<file path="src/rtl/memoria_volcado.sv">
// memoria_volcado: dumps CELDAS words of the data memory over a byte-wide
// UART transmitter. Each word goes out least-significant byte first. The
// bench of a byte is held until the transmitter reports it sent. A stalled
// transmitter aborts the dump with a one-cycle error pulse.
module memoria_volcado #(
    parameter int NBITS   = 32,
    parameter int CELDAS  = 16,
    parameter int TIMEOUT = 100000
) (
    input  logic             i_clk,
    input  logic             i_reset,
    input  logic             i_Start,
    input  logic             i_TxDone,
    input  logic [NBITS-1:0] i_DebugDato,
    output logic [NBITS-1:0] o_DebugDireccion,
    output logic             o_TxStart,
    output logic [7:0]       o_TxDato,
    output logic             o_Busy,
    output logic             o_Done,
    output logic             o_Error
);

    localparam int NBYTES = NBITS / 8;
    localparam int WW     = (CELDAS > 1) ? $clog2(CELDAS) : 1;
    localparam int BW     = (NBYTES > 1) ? $clog2(NBYTES) : 1;
    localparam int CW     = (TIMEOUT > 1) ? $clog2(TIMEOUT) : 1;

    localparam logic [WW-1:0] LAST_WORD = WW'(CELDAS - 1);
    localparam logic [BW-1:0] LAST_BYTE = BW'(NBYTES - 1);
    localparam logic [CW-1:0] LAST_CYC  = CW'(TIMEOUT - 1);

    typedef enum logic [2:0] {
        IDLE,
        LOAD,
        SEND,
        WAIT,
        NEXT,
        DONE
    } state_t;

    state_t           state, state_next;
    logic [WW-1:0]    word, word_next;
    logic [BW-1:0]    idx, idx_next;
    logic [CW-1:0]    cyc, cyc_next;
    logic [NBITS-1:0] shreg, shreg_next;
    logic             timeout;

    // Next-state logic together with the next values of the counters and the shift register.
    always_comb begin
        state_next = state;
        word_next  = word;
        idx_next   = idx;
        cyc_next   = cyc;
        shreg_next = shreg;
        timeout    = 1'b0;
        case (state)
            IDLE: begin
                if (i_Start) begin
                    word_next  = '0;
                    idx_next   = '0;
                    state_next = LOAD;
                end
            end
            LOAD: begin
                shreg_next = i_DebugDato;
                state_next = SEND;
            end
            SEND: begin
                cyc_next   = '0;
                state_next = WAIT;
            end
            WAIT: begin
                if (i_TxDone) begin
                    state_next = NEXT;
                end else if (cyc == LAST_CYC) begin
                    timeout    = 1'b1;
                    state_next = IDLE;
                end else begin
                    cyc_next = cyc + 1'b1;
                end
            end
            NEXT: begin
                if (idx != LAST_BYTE) begin
                    idx_next   = idx + 1'b1;
                    shreg_next = shreg >> 8;
                    state_next = SEND;
                end else if (word != LAST_WORD) begin
                    idx_next   = '0;
                    word_next  = word + 1'b1;
                    state_next = LOAD;
                end else begin
                    state_next = DONE;
                end
            end
            DONE: begin
                state_next = IDLE;
            end
            default: begin
                state_next = IDLE;
            end
        endcase
    end

    // State, counters and the shift register; reset aborts any dump in progress.
    always_ff @(posedge i_clk or negedge i_reset) begin
        if (!i_reset) begin
            state <= IDLE;
            word  <= '0;
            idx   <= '0;
            cyc   <= '0;
            shreg <= '0;
        end else begin
            state <= state_next;
            word  <= word_next;
            idx   <= idx_next;
            cyc   <= cyc_next;
            shreg <= shreg_next;
        end
    end

    // Registered outputs, decoded from the state being entered so that they line up with it.
    always_ff @(posedge i_clk or negedge i_reset) begin
        if (!i_reset) begin
            o_DebugDireccion <= '0;
            o_TxStart        <= 1'b0;
            o_TxDato         <= '0;
            o_Busy           <= 1'b0;
            o_Done           <= 1'b0;
            o_Error          <= 1'b0;
        end else begin
            o_DebugDireccion <= (state_next == IDLE) ? '0 : NBITS'(word_next);
            o_TxStart        <= (state_next == SEND);
            if (state_next == SEND) begin
                o_TxDato <= shreg_next[7:0];
            end
            o_Busy  <= (state_next != IDLE);
            o_Done  <= (state_next == DONE);
            o_Error <= timeout;
        end
    end

endmodule

</file>
<file path="config.mk">
export PLATFORM = sky130hd
export DESIGN_NAME = memoria_volcado
export DESIGN_NICKNAME = d
export VERILOG_FILES = /design/src/rtl/memoria_volcado.sv
export SDC_FILE = /design/constraint.sdc
export NUM_CORES = 1
export LEC_CHECK = 0
export ABC_CLOCK_PERIOD_IN_PS = 2400
export CORE_MARGIN = 2
export CORE_UTILIZATION = 50
export DETAILED_ROUTE_END_ITERATION = 6
export GPL_ROUTABILITY_DRIVEN = 0
export GPL_TIMING_DRIVEN = 0
export PLACE_DENSITY = 0.8
export SLEW_MARGIN = 20
export SYNTH_ARGS = -nofsm -noshare
export SYNTH_HDL_FRONTEND = slang
export SYNTH_SLANG_ARGS = --single-unit
</file>
<file path="constraint.sdc">
create_clock -name i_clk -period 2.4 [get_ports i_clk]
set_input_delay 0.36 -clock i_clk [delete_from_list [all_inputs] [get_ports i_clk]]
set_output_delay 0.36 -clock i_clk [all_outputs]
set_load 0.02 [all_outputs]
</file>
==> results by group <==
Clocking
  – CTS H-tree lvls: 3
  – Clk_lat worst skew: 0.35 ns
  – CTS resizes: 0
  – Clock tree buffer depth: 2
  – Setup repair bufs after CTS: 0
  – Num CTS Buffers: 9
  – CTS tree: built
  – Clock sink total: 66
  – CTS clk-pin slew, worst paths: 0.07 ns
  – Root buf cell: clkbuf_8

Drt
  – Wirelength, routed: 7.67 mm
  – Drt wl/cell: 14.6 µm
  – Drt via density: 5.49
  – Via count: 2884
  – Drt drc: 0
  – DRT iter0 DRCs: 248
  – DRT Pass-1 Iters: 7
  – DRT antenna net count: 0

Yosys
  – Area share of the largest cell type after synthesis: 48.8%
  – Post-Syn Instances: 352
  – Yosys top cell by area: dfrtp_1
  – Synth top area cells: dfrtp_1 (49%), buf_4 (6.2%), nand2_1 (6.0%), a222oi_1 (4.7%), o21ai_0 (2.4%)
  – Post-synth top flop: dfrtp_1
  – EDFF count, synth: 0
  – Synth cell types: 48
  – Mapped Area: 0.00338 mm²
  – Ys async rst share: 100%
  – Avg Inst Size Synth: 9.61 µm²
  – Yosys Warn Count: 0
  – Sequential area share after synthesis: 48.8%
  – Post-synthesis register bit count: 66

Run
  – Maximum capacitance violations: 0

Timing
  – Final setup fails: 0
  – Max_slew headroom: 53.3%
  – Ratio of final minimum period to clock period: 86.1%
  – Peak Freq: 0.484 GHz
  – RSZ-0062 raised after global routing: false
  – Final hold vios: 0
  – Minimum clock period: 2.07 ns
  – Fin. max-slew vios: 0
  – Clk_skew: 0.00921 ns
  – Worst-Margin Slew: 0.698 ns

Global routing
  – Vias in the first global route: 2811
  – First-pass GRT wire length: 12.7 mm
  – Final global-route overflow total: 0
  – Largest net degree at the start of global routing: 46
  – Total GRT Usage: 21.8%
  – Initial antenna violation count: 0

Layout
  – Most frequent cells in the layout: dfrtp_1 (66), nand2_1 (54), clkdlybuf4s50_1 (50)
  – Antenna Cells: 0
  – Final cell count without fillers: 525
  – Most common cell after layout, fill and taps aside: dfrtp_1
  – Layout cells sized above 1: 13.4%
  – Area Overhead vs Synth: 29.4%
  – NumNets Final: 482

Power
  – Leakage power: 2.04 nW
  – Clock power frac: 25.6%
  – Final total power: 0.00453 W
  – Comb power frac: 37.2%
  – Sequential power share: 37.2%
  – Switch Pwr: 0.00162 W
  – Int Pwr: 0.00292 W
  – VDD IR max: 0.000447 V
  – PwrDens: 1040 mW/mm²
  – Sw Ratio: 35.7%

Setup path
  – Critical path endpoint category: flip-flop
  – CP Buf/Inv Count: 2
  – CP cell instances: clkdlybuf4s50_1 > nor3b_1 > nand2_1 > clkbuf_1 > or4_1 > a21oi_1
  – Critical path fanouts, max: 10
  – Type of origin of the critical path: input pin
  – Slowest stage cell, crit path: clkdlybuf4s50_1
  – Biggest cell delay along the critical path: 0.54 ns
  – CP delay by family, top: simple AND/OR/NAND/NOR gates
  – Setup CP Type: input pin to flip-flop
  – WP data required: 2.67 ns
  – CP Data Arrival Time: 2.33 ns

Hold path
  – Worst hold path class: input pin to async pin

Floorplanning
  – Core area: 0.00646 mm²
  – Die Area: 0.00744 mm²
  – Die W: 86.2 µm
  – Io pins: 80
  – Number of core rows: 29
  – Initial Utilization: 52.4%
  – Die Ht: 86.2 µm

Outcome
  – Status: complete, no violations

Place
  – Buffers added on ports: 51
  – Dpl cells: 508
  – Post-DP HPWL: 5.51 mm
final cells by class:
cell class,instances,area (µm²)
multi-input cells,244,1460
clock inverters,6,113
fillers,523,2080
plain buffers,48,294
repair buffers,53,546
flip-flops and latches,66,1650
clock buffers,10,138
well taps,77,96.3
inverters,21,78.8
synth_stat cells (all sizes together), types with 2 or more instances:
cell / count
nor4: 3
a222oi: 16
a211o: 2
a21boi: 3
a22o: 3
o21ai: 16
a21oi: 13
or2: 2
buf: 36
o31ai: 6
mux2i: 5
nand3: 8
a31oi: 2
and2: 2
nand4: 6
nor3: 7
nor2: 6
dfrtp: 66
a22oi: 10
nor3b: 3
nor2b: 4
clkbuf: 12
or4: 7
inv: 21
nand2b: 9
and4: 5
nand2: 54
o31a: 2
ha: 3
a211oi: 4
or3b: 2
worst paths after layout:
kind / startpoint / end / slack [ns] / cells after the start
hold / removal: i_reset / cyc[0]$_DFFE_PN0P_ / 0.44 / 2
hold reg to reg: o_TxDato[3]$_DFFE_PN0N_ / o_TxDato[3]$_DFFE_PN0N_ / 0.47 / 2
max in group asynchronous: i_reset / o_Busy$_DFF_PN0_ / 1.45 / 3
min in group i_clk: o_TxDato[3]$_DFFE_PN0N_ / o_TxDato[3]$_DFFE_PN0N_ / 0.47 / 2
setup reg to reg: state[0]$_DFF_PN0_ / state[1]$_DFF_PN0_ / 0.37 / 7
setup / recovery: i_TxDone / cyc[14]$_DFFE_PN0P_ / 0.33 / 6
what timing repair did:
| action | 4_1_cts | 5_1_grt |
|---|---|---|
| hold endpoints to repair | 21 | 0 |
| hold buffers | 1 | 0 |
| endpoints found under the setup margin | 0 | 0 |
worst reg2reg max path, stage by stage (launching register included):
cell      delay (ns)
dfrtp_1         0.33
clkbuf_1        0.25
buf_2           0.28
nor3b_1         0.07
o21bai_1        0.33
buf_2           0.31
inv_1           0.12
a211o_1         0.23
power by group through the flow:
stage | sequential, W | clock (W) | combinational [W]
2_1_floorplan | 0.00175 | 0 | 0.00106
3_3_place_gp | 0.00169 | 0 | 0.00163
3_5_place_dp | 0.00170 | 0 | 0.00168
4_1_cts | 0.00168 | 0.00117 | 0.00169
5_1_grt | 0.00173 | 0.00123 | 0.00190
6_report | 0.00169 | 0.00116 | 0.00169
through the flow:
stage / TNS (ns) / area, µm² / util, % / hold slack [ns] / setup WS [ns]
2_1_floorplan: 0 / 3480 / - / 0.0644 / 0.687
3_3_place_gp: -76.21 / 4090 / 63.3 / 0.457 / -1.16
3_5_place_dp: -0.00213 / 4120 / 63.7 / 0.271 / -0.00213
4_1_cts: 0 / 4380 / 67.7 / 0.437 / 0.354
5_1_grt: 0 / 4380 / 67.7 / 0.470 / 0.134
6_report: 0 / 4380 / 67.7 / 0.438 / 0.334
flip-flops by register name (all words and copies together) (netlist names):
| signal | flops |
|---|---|
| cyc | 17 |
| idx | 2 |
| o_Busy | 1 |
| o_DebugDireccion | 4 |
| o_Done | 1 |
| o_Error | 1 |
| o_TxDato | 8 |
| o_TxStart | 1 |
| shreg | 24 |
| state | 3 |
| word | 4 |
per-layer routing:
| layer | routed length (µm) | part of all wire [%] | vias up | GRT usage (%) |
|---|---|---|---|---|
| met1 | 3350 | 44 | 1377 | 28.2 |
| met5 | 0 | 0 | - | 0 |
| li1 | - | - | 1405 | - |
| met2 | 3760 | 49 | 93 | 35.2 |
| met4 | 82 | 1.1 | 0 | 7.95 |
| met3 | 481 | 6.3 | 9 | 6.29 |
cells by family (layout without fill, tap and decap cells):
group / after synthesis / after routing / share of synthesized area (%)
muxes: 5 / 5 / 1.48
adders and majority gates: 3 / 3 / 1.11
buffers and inverters: 69 / 138 / 11.0
AOI/OAI and AO/OA: 84 / 84 / 18.0
xor gates and xnor gates: 1 / 1 / 0.259
DFF: 66 / 66 / 48.8
and+or+nand+nor: 123 / 123 / 19.2
other: 1 / 28 / 0.111
Note: power is estimated with default switching activity, not from simulation.
